File: src/rtl/calc_avalon_engine.sv
// Avalon-MM register slave for the hardware calculator, with an iterative
// multiply/divide engine, keypad-side write port, sticky status flags and an interrupt.
module calc_avalon_engine #(
  parameter int unsigned DATA_W = 16,
  parameter int unsigned ADDR_W = 4
) (
  input  logic              clk,
  input  logic              rst,
  input  logic [ADDR_W-1:0] address,
  input  logic              read,
  input  logic              write,
  input  logic [DATA_W-1:0] write_data,
  output logic [DATA_W-1:0] read_data,
  input  logic              loc_we,
  input  logic [1:0]        loc_sel,
  input  logic [DATA_W-1:0] loc_wdata,
  input  logic              loc_start,
  output logic [DATA_W-1:0] op_a,
  output logic [DATA_W-1:0] op_b,
  output logic [2:0]        op_code,
  output logic [DATA_W-1:0] result,
  output logic              busy,
  output logic              done,
  output logic              irq
);

  localparam int unsigned CNT_W = $clog2(DATA_W + 1);

  typedef enum logic [1:0] {S_IDLE, S_LOAD, S_ITER, S_FIN} state_t;
  typedef enum logic [2:0] {
    OP_ADD, OP_SUB, OP_MUL, OP_DIV, OP_AND, OP_OR, OP_XOR, OP_PASS
  } op_t;

  state_t             state_q, state_d;
  op_t                snap_op_q, snap_op_d;
  logic [DATA_W-1:0]  op_a_q, op_a_d, op_b_q, op_b_d;
  logic [2:0]         op_code_q, op_code_d;
  logic               irq_en_q, irq_en_d;
  logic [DATA_W-1:0]  snap_a_q, snap_a_d, snap_b_q, snap_b_d;
  logic [DATA_W-1:0]  acc_hi_q, acc_hi_d, acc_lo_q, acc_lo_d;
  logic [CNT_W-1:0]   cnt_q, cnt_d;
  logic [DATA_W-1:0]  res_lo_q, res_lo_d, res_hi_q, res_hi_d;
  logic               busy_q, busy_d, done_q, done_d, dbz_q, dbz_d, ovf_q, ovf_d;
  logic [DATA_W-1:0]  rd_q, rd_d;

  logic               ctrl_wr, start_req, clear_req;
  logic [DATA_W:0]    add_s, sub_s, mul_sum, div_sh;
  logic [DATA_W-1:0]  div_diff;
  logic               div_ge;

  always_comb begin
    state_d   = state_q;
    snap_op_d = snap_op_q;
    op_a_d    = op_a_q;
    op_b_d    = op_b_q;
    op_code_d = op_code_q;
    irq_en_d  = irq_en_q;
    snap_a_d  = snap_a_q;
    snap_b_d  = snap_b_q;
    acc_hi_d  = acc_hi_q;
    acc_lo_d  = acc_lo_q;
    cnt_d     = cnt_q;
    res_lo_d  = res_lo_q;
    res_hi_d  = res_hi_q;
    busy_d    = busy_q;
    done_d    = done_q;
    dbz_d     = dbz_q;
    ovf_d     = ovf_q;
    rd_d      = rd_q;

    add_s    = {1'b0, snap_a_q} + {1'b0, snap_b_q};
    sub_s    = {1'b0, snap_a_q} - {1'b0, snap_b_q};
    mul_sum  = {1'b0, acc_hi_q} + (acc_lo_q[0] ? {1'b0, snap_a_q} : '0);
    div_sh   = {acc_hi_q, acc_lo_q[DATA_W-1]};
    div_ge   = (div_sh >= {1'b0, snap_b_q});
    div_diff = div_sh[DATA_W-1:0] - snap_b_q;

    // Local port applied first so a same-register Avalon write overrides it.
    if (loc_we) begin
      case (loc_sel)
        2'd0:    op_a_d    = loc_wdata;
        2'd1:    op_b_d    = loc_wdata;
        2'd2:    op_code_d = loc_wdata[2:0];
        default: ;
      endcase
    end
    if (write) begin
      case (address)
        ADDR_W'(0): op_a_d    = write_data;
        ADDR_W'(1): op_b_d    = write_data;
        ADDR_W'(2): op_code_d = write_data[2:0];
        ADDR_W'(7): irq_en_d  = write_data[0];
        default: ;
      endcase
    end

    ctrl_wr   = write && (address == ADDR_W'(3));
    start_req = (ctrl_wr && write_data[0]) || loc_start;
    clear_req = ctrl_wr && write_data[1];
    if (clear_req) begin
      done_d = 1'b0;
      dbz_d  = 1'b0;
      ovf_d  = 1'b0;
    end

    case (state_q)
      S_IDLE: begin
        if (start_req) begin
          state_d = S_LOAD;
          done_d  = 1'b0;
          dbz_d   = 1'b0;
          ovf_d   = 1'b0;
        end
      end
      S_LOAD: begin
        snap_a_d  = op_a_q;
        snap_b_d  = op_b_q;
        snap_op_d = op_t'(op_code_q);
        busy_d    = 1'b1;
        cnt_d     = '0;
        acc_hi_d  = '0;
        acc_lo_d  = (op_t'(op_code_q) == OP_DIV) ? op_a_q : op_b_q;
        if (((op_t'(op_code_q) == OP_MUL) || (op_t'(op_code_q) == OP_DIV)) && (op_b_q != '0))
          state_d = S_ITER;
        else
          state_d = S_FIN;
      end
      S_ITER: begin
        // MUL: {hi,lo} shifts right, multiplier bits leave lo as product bits enter.
        // DIV: {rem,quo} shifts left, quotient bits enter lo.
        if (snap_op_q == OP_MUL) begin
          {acc_hi_d, acc_lo_d} = {mul_sum, acc_lo_q[DATA_W-1:1]};
        end else begin
          acc_hi_d = div_ge ? div_diff : div_sh[DATA_W-1:0];
          acc_lo_d = {acc_lo_q[DATA_W-2:0], div_ge};
        end
        cnt_d = cnt_q + 1'b1;
        if (cnt_q == CNT_W'(DATA_W - 1)) state_d = S_FIN;
      end
      S_FIN: begin
        res_hi_d = '0;
        ovf_d    = 1'b0;
        dbz_d    = 1'b0;
        case (snap_op_q)
          OP_ADD: {ovf_d, res_lo_d} = add_s;
          OP_SUB: {ovf_d, res_lo_d} = sub_s;
          OP_MUL: begin
            res_lo_d = acc_lo_q;
            res_hi_d = acc_hi_q;
          end
          OP_DIV: begin
            if (snap_b_q == '0) begin
              res_lo_d = '1;
              res_hi_d = snap_a_q;
              dbz_d    = 1'b1;
            end else begin
              res_lo_d = acc_lo_q;
              res_hi_d = acc_hi_q;
            end
          end
          OP_AND:  res_lo_d = snap_a_q & snap_b_q;
          OP_OR:   res_lo_d = snap_a_q | snap_b_q;
          OP_XOR:  res_lo_d = snap_a_q ^ snap_b_q;
          default: res_lo_d = snap_a_q;
        endcase
        busy_d  = 1'b0;
        done_d  = 1'b1;
        state_d = S_IDLE;
      end
      default: state_d = S_IDLE;
    endcase

    if (read) begin
      case (address)
        ADDR_W'(0): rd_d = op_a_q;
        ADDR_W'(1): rd_d = op_b_q;
        ADDR_W'(2): rd_d = DATA_W'(op_code_q);
        ADDR_W'(4): rd_d = DATA_W'({ovf_q, dbz_q, done_q, busy_q});
        ADDR_W'(5): rd_d = res_lo_q;
        ADDR_W'(6): rd_d = res_hi_q;
        ADDR_W'(7): rd_d = DATA_W'(irq_en_q);
        default:    rd_d = '0;
      endcase
    end
  end

  always_ff @(posedge clk or negedge rst) begin
    if (!rst) begin
      state_q   <= S_IDLE;
      snap_op_q <= OP_ADD;
      op_a_q    <= '0;
      op_b_q    <= '0;
      op_code_q <= '0;
      irq_en_q  <= 1'b0;
      snap_a_q  <= '0;
      snap_b_q  <= '0;
      acc_hi_q  <= '0;
      acc_lo_q  <= '0;
      cnt_q     <= '0;
      res_lo_q  <= '0;
      res_hi_q  <= '0;
      busy_q    <= 1'b0;
      done_q    <= 1'b0;
      dbz_q     <= 1'b0;
      ovf_q     <= 1'b0;
      rd_q      <= '0;
    end else begin
      state_q   <= state_d;
      snap_op_q <= snap_op_d;
      op_a_q    <= op_a_d;
      op_b_q    <= op_b_d;
      op_code_q <= op_code_d;
      irq_en_q  <= irq_en_d;
      snap_a_q  <= snap_a_d;
      snap_b_q  <= snap_b_d;
      acc_hi_q  <= acc_hi_d;
      acc_lo_q  <= acc_lo_d;
      cnt_q     <= cnt_d;
      res_lo_q  <= res_lo_d;
      res_hi_q  <= res_hi_d;
      busy_q    <= busy_d;
      done_q    <= done_d;
      dbz_q     <= dbz_d;
      ovf_q     <= ovf_d;
      rd_q      <= rd_d;
    end
  end

  assign read_data = rd_q;
  assign op_a      = op_a_q;
  assign op_b      = op_b_q;
  assign op_code   = op_code_q;
  assign result    = res_lo_q;
  assign busy      = busy_q;
  assign done      = done_q;
  assign irq       = done_q & irq_en_q;

endmodule

File: config.mk
export PLATFORM = sky130hd
export DESIGN_NAME = calc_avalon_engine
export DESIGN_NICKNAME = d
export VERILOG_FILES = /design/src/rtl/calc_avalon_engine.sv
export SDC_FILE = /design/constraint.sdc
export NUM_CORES = 1
export LEC_CHECK = 0
export BUFFER_PORTS_ARGS = -buffer_cell sky130_fd_sc_hd__buf_2
export CORE_ASPECT_RATIO = 0.5
export CORE_MARGIN = 1.5
export CORE_UTILIZATION = 60
export CTS_CLUSTER_DIAMETER = 200
export CTS_CLUSTER_SIZE = 20
export DETAILED_ROUTE_END_ITERATION = 8
export GPL_TIMING_DRIVEN = 0
export PLACE_DENSITY_LB_ADDON = 0.08
export SETUP_SLACK_MARGIN = 0.2
export SYNTH_ARGS = -nofsm -noshare
export SYNTH_HDL_FRONTEND = slang
export SYNTH_SLANG_ARGS = --single-unit
File: constraint.sdc
create_clock -name clk -period 6.35 [get_ports clk]
set_clock_uncertainty 0.05 [all_clocks]
set_input_delay 1.5875 -clock clk [delete_from_list [all_inputs] [get_ports clk]]
set_output_delay 1.5875 -clock clk [all_outputs]
set_load 0.02 [all_outputs]
==> flow_summary.toml, run 1 <==
[clock_network]
clock_sinks = 162
insertion_delay_ps = 450
postCtsHoldBufs = 0
clock-root-buffer = "clkbuf_16"
numCtsBuffers = 17
postCtsSetupBuffers = 0
cts.reportedPaths.clkPinSlew_ps = 70
cts_tree = "done"
cts_resized = 0
cts_max_path_buffers = 2
cts.htree.levels = 4

[critical_path]
worstPathRequired_ps = 6650
timing_worst_setup_path_type = "flop to flop"
crit_fanout = 10
r2r_end = "acc_hi_q[15]"
timing.rr.start = "acc_lo_q[0]"
regToRegSetupSlack_ps = 2220
startpoint_type = "flop"
timing.reg2reg.worst_path_depth = 13
timing.critical_path.to_type = "flop"
arrival_ps = 4430

[finish]
antenna_cells_inserted = 0
proportion_of_layout_cells_with_a_drive_suffix_above_1_pct = 12.5
syn_to_final_growth_pct = 12.5
num-nets-final = 1686
final_core_utilization_pct = 69.3

[sta]
report.final.setup_viol = 0
worstMarginPinSlew_ps = 902
report.final.hold_viol_count = 0
rsz0062_at_grt = "no"
report.final.slew_viol_count = 0
totalNegativeSetupSlack_ps = 0
timing.final.crit_period_ps = 4130
layout_worst_path_cycle_share_pct = 65.0
fmaxAchievable_mhz = 242
max-slew-margin-rel_pct = 39.3

[synth]
yosys_warnings = 0
postSynthCellCount = 1419
ys_seq_area_share_pct = 33.6
post_syn_nets = 1555
synth-edff-count = 0
number_of_distinct_library_cell_variants_in_the_gate_level_netlist_after_synthesis = 82
yosys_register_bits = 162
async_flop_share_pct = 100
synth_area_per_cell_sq_um = 8.51
syn_area_sq_um = 12100
ys_dominant_reg_cell = "dfrtp_1"

[power_and_ir_drop]
vdd.ir_drop.worst_mv = 0.282
power_density_nw_per_um2 = 568
leakagePower_nw = 6.03

[placed_design]
io_buffer_count = 111
place_hpwl_um = 37200
gpl.final_weighted_congestion = 1.02

[outcome]
status = "completed"

[hold_path]
holdPathStages = 1
min-delay-start = "res_hi_q[5]"
min_path_type = "flop to flop"
worstHoldEndpoint = "res_hi_q[5]"

[drt]
detail_route.wirelength_um = 48400
drc = 0
post_drt_via_cell_ratio = 6.78
vias = 12400
post_drt_wl_per_cell_um = 26.5
iteration_0_drc_markers = 1481
first_pass_iters = 7
drt.antenna.violating_nets = 0

[floorplanning]
io-pin-count = 114
fp.coreArea_sq_um = 19600
floorplan.die_area_sq_um = 21000
initial_utilization_pct = 61.6
die_h_um = 103
die_width_um = 204
fp-row-count = 36

[grt]
grt_max_degree = 100
grt_usage_pct = 46.6
number_of_antenna_violations_at_the_first_check_in_global_routing = 2
overflow = 0
grt_first_pass_wirelength_um = 71200
first_global_vias = 11800

[run]
cap_violations = 0
-- cell usage after synthesis, drive strengths merged (22+ instances only) --
| library cell | count | area share [%] |
|---|---|---|
| nand3 | 23 | 0.95 |
| a21oi | 90 | 3.9 |
| mux2i | 66 | 5.5 |
| nor2 | 82 | 2.6 |
| dfrtp | 162 | 34 |
| mux2 | 22 | 2.1 |
| ha | 88 | 9.1 |
| nand2 | 163 | 5.1 |
| clkbuf | 65 | 2.2 |
| inv | 93 | 2.9 |
| o211ai | 43 | 2.7 |
| o22ai | 23 | 1.2 |
| o21ai | 168 | 7.0 |
| xnor2 | 23 | 1.7 |
-- critical path, stage by stage (launching register included) --
cell and delay [ps]:
dfrtp_1 650, clkbuf_1 610, and2_1 230, ha_1 310
inv_1 90, fa_1 420, nor2b_1 170, o31a_1 180
o211ai_1 140, a211oi_1 410, o31ai_1 200, o21ai_0 190
o21ai_0 120, a311oi_1 260
-- area by class of cell --
class | count | area [sq um]
inverters | 95 | 357
fillers | 1501 | 6010
repair buffers | 112 | 593
clock buffers | 19 | 433
clock inverters | 13 | 151
multi-input cells | 1079 | 7310
flip-flops and latches | 162 | 4050
plain buffers | 83 | 362
well taps | 266 | 333
-- how the worst max path moves through the flow --
stage	startpoint	to	slack, ps	cells after the start
after floorplan	address[2]	op_a[11]	3220	6
after global placement	rst	acc_hi_q[13]	1100	1
after detailed placement	acc_lo_q[0]	acc_hi_q[15]	2310	13
after CTS	acc_lo_q[0]	acc_hi_q[15]	2300	13
after global routing	acc_lo_q[0]	acc_hi_q[15]	1990	13
final	acc_lo_q[0]	acc_hi_q[15]	2220	13
-- sequential cells by signal, summed over array words and instances (netlist names), 16 cells and up --
name and count:
op_b 16, snap_a_q 16, read_data 16, snap_b_q 16, acc_lo_q 16, acc_hi_q 16, result 16, op_a 16
res_hi_q 16
-- per-stage QoR --
stage               hold slack (ps)  power [mW]  std cells  worst slack, ps  instance area, sq um
finish                          429        7.72       1829             2220                 13600
global route                    455        8.08       1829             1990                 13600
CTS                             431        7.44       1829             2300                 13600
detailed placement              417        6.35       1797             2310                 13000
global placement                410        6.23       1796             1100                 13000
floorplan                       399        4.77       1419             3220                 12100
-- cells in the final DEF (no fill, tap or decap), types with 7 or more instances in the layout --
cell type	n
a211oi_1	13
a21o_1	20
a21oi_1	88
a221oi_1	20
a22o_1	17
a31oi_1	7
and2_1	20
and3_1	7
buf_1	9
buf_2	116
clkbuf_1	64
clkbuf_16	17
dfrtp_1	162
ha_1	88
inv_1	93
mux2_2	22
mux2i_1	66
nand2_1	163
nand2b_1	7
nand3_1	23
nor2_1	81
nor2b_1	20
nor3_1	16
nor4_1	18
o211ai_1	43
o21a_1	7
o21ai_0	163
o221ai_1	15
o22ai_1	23
o31ai_1	8
or3_1	7
xnor2_1	23
xor2_1	11
-- power breakdown --
group / internal, mW / total (mW) / leakage [nW] / switching [mW]
logic: 1.61 / 4.73 / 3.68 / 3.13
registers: 1.36 / 1.91 / 2.06 / 0.556
clock network: 0.588 / 1.07 / 0.291 / 0.483
-- kinds of logic after synthesis --
kind of cell	share of synthesized area (%)
AO/OA/AOI/OAI	25.4
AND/OR/NAND/NOR	14.8
buffers and inverters	5.95
flip-flops	33.6
adder cells (fa/ha/maj)	9.78
multiplexers	8.08
XOR/XNOR	2.47
-- layer usage --
layer	GRT usage [%]	up-vias	wire length (um)
li1	-	5388	-
met1	60.4	5910	19400
met2	65.9	967	19100
met3	25.5	128	8450
met4	14.0	6	1380
met5	5.80	-	177
Note: power is estimated with default switching activity, not from simulation.
==> run 2, diff against run 1 <==
clock period = 4.2 ns   (was 6.35 ns; I/O delays follow)
==> flow_summary.toml, run 2 (same netlist as run 1, synthesis figures left out) <==
[finish]
final_core_utilization_pct = 69.4
multi_input_comb_area_sq_um = 7310
most-common-layout-cells = "163 x nand2_1, 163 x o21ai_0, 161 x dfrtp_1"
layout.cell_area.non_filler_sq_um = 13600
antenna_cells_inserted = 0
layoutNonFillerInstCount = 1829
seq_area_sq_um = 4060
num-fill-cells = 1501
proportion_of_layout_cells_with_a_drive_suffix_above_1_pct = 12.7
num-nets-final = 1686
syn_to_final_growth_pct = 12.5

[floorplanning]
floorplan.die_area_sq_um = 21000
initial_utilization_pct = 61.6
die_h_um = 103
fp-row-count = 36
die_width_um = 204
io-pin-count = 114
fp.coreArea_sq_um = 19600

[placed_design]
place_inst = 1797
io_buffer_count = 111
detailed_place.area_sq_um = 13000
gpl.final_weighted_congestion = 1.02
place_hpwl_um = 37200

[power_and_ir_drop]
vdd.ir_drop.worst_mv = 0.427
leakagePower_nw = 6.03
power_density_nw_per_um2 = 859

[drt]
first_pass_iters = 9
vias = 12400
post_drt_wl_per_cell_um = 26.5
post_drt_via_cell_ratio = 6.79
detail_route.wirelength_um = 48400
iteration_0_drc_markers = 1493
drc = 0
drt.antenna.violating_nets = 0

[sta]
worstMarginPinSlew_ps = 875
rsz0062_at_grt = "no"
timing.final.crit_period_ps = 3870
layout_worst_path_cycle_share_pct = 92.1
report.final.slew_viol_count = 0
fmaxAchievable_mhz = 259
timing.hold.ws_ps = 430
report.final.setup_viol = 0
report.final.hold_viol_count = 0
max-slew-margin-rel_pct = 41.1

[run]
cap_violations = 0

[critical_path]
timing_worst_setup_path_type = "flop to flop"
worstPathRequired_ps = 4510
timing.critical_path.to_type = "flop"
startpoint_type = "flop"
arrival_ps = 4180
crit_fanout = 10

[clock_network]
cts.htree.levels = 4
insertion_delay_ps = 450
cts_max_path_buffers = 2
postCtsHoldBufs = 0
clock-root-buffer = "clkbuf_16"
cts.reportedPaths.clkPinSlew_ps = 70
clock_sinks = 162
numCtsBuffers = 17
cts_tree = "done"

[outcome]
status = "completed"

[grt]
grt_usage_pct = 46.6
grt_max_degree = 100
grt_first_pass_wirelength_um = 71200
first_global_vias = 11800
overflow = 0
number_of_antenna_violations_at_the_first_check_in_global_routing = 2

[hold_path]
min_path_type = "flop to flop"
[run 2: cell count changes in the layout (fill, tap and decap cells not counted)]
cell      before  now
clkbuf_1      64   63
clkbuf_2       1    2
dfrtp_1      162  161
dfrtp_2        0    1
[run 2: cell type report]
| cell class | count | share of cell area, % |
|---|---|---|
| Tap cell | 266 | 2.45 |
| Clock buffer | 19 | 3.19 |
| Buffer | 83 | 2.67 |
| Multi-Input combinational cell | 1079 | 53.8 |
| Sequential cell | 162 | 29.8 |
| Clock inverter | 13 | 1.11 |
| Inverter | 95 | 2.62 |
| Timing Repair Buffer | 112 | 4.36 |
[run 2: per-stage QoR]
step	power (mW)	setup TNS (ps)	setup WS [ps]
finish	11.7	0	333
CTS	11.3	0	369
detailed placement	9.60	0	162
floorplan	7.21	0	1430
global route	12.2	0	241
global placement	9.42	-80480	-514
[run 2: final timing paths]
| check | start | end | slack (ps) | cells after the start |
|---|---|---|---|---|
| worst max-delay path | state_q[1] | ovf_q | 330 | 9 |
| worst min-delay path | res_hi_q[5] | res_hi_q[5] | 430 | 1 |
| worst max register to register | state_q[1] | ovf_q | 330 | 9 |
| min in group asynchronous | rst | op_code[2] | 500 | 1 |
| worst min register to register | res_hi_q[5] | res_hi_q[5] | 430 | 1 |
| max in group asynchronous | rst | acc_lo_q[0] | 2700 | 2 |
[run 2: critical path: stages (launching register included)]
cell	delay, ps
dfrtp_1	410
inv_1	100
ha_1	270
clkbuf_1	570
clkinv_1	830
a21o_1	380
a21oi_1	700
a221oi_1	230
o311a_1	170
o21ai_0	80
[run 2: routing by layer]
layer	routed length [um]	GRT usage, %	vias up
met3	8440	25.5	131
met1	19300	60.4	5936
li1	-	-	5386
met4	1340	14.0	6
met5	177	5.80	-
met2	19100	65.9	960
[run 2: power by group]
group,switching (mW),internal (mW)
combinational,4.73,2.43
clock,0.730,0.888
sequential,0.843,2.05
total,6.30,5.37
[run 2: what timing repair did]
item / 4_1_cts / 5_1_grt
cloned: 0 / 0
buffers inserted: 0 / 0
endpoints found under the setup margin: 2 / 1
gates resized for setup: 1 / 1
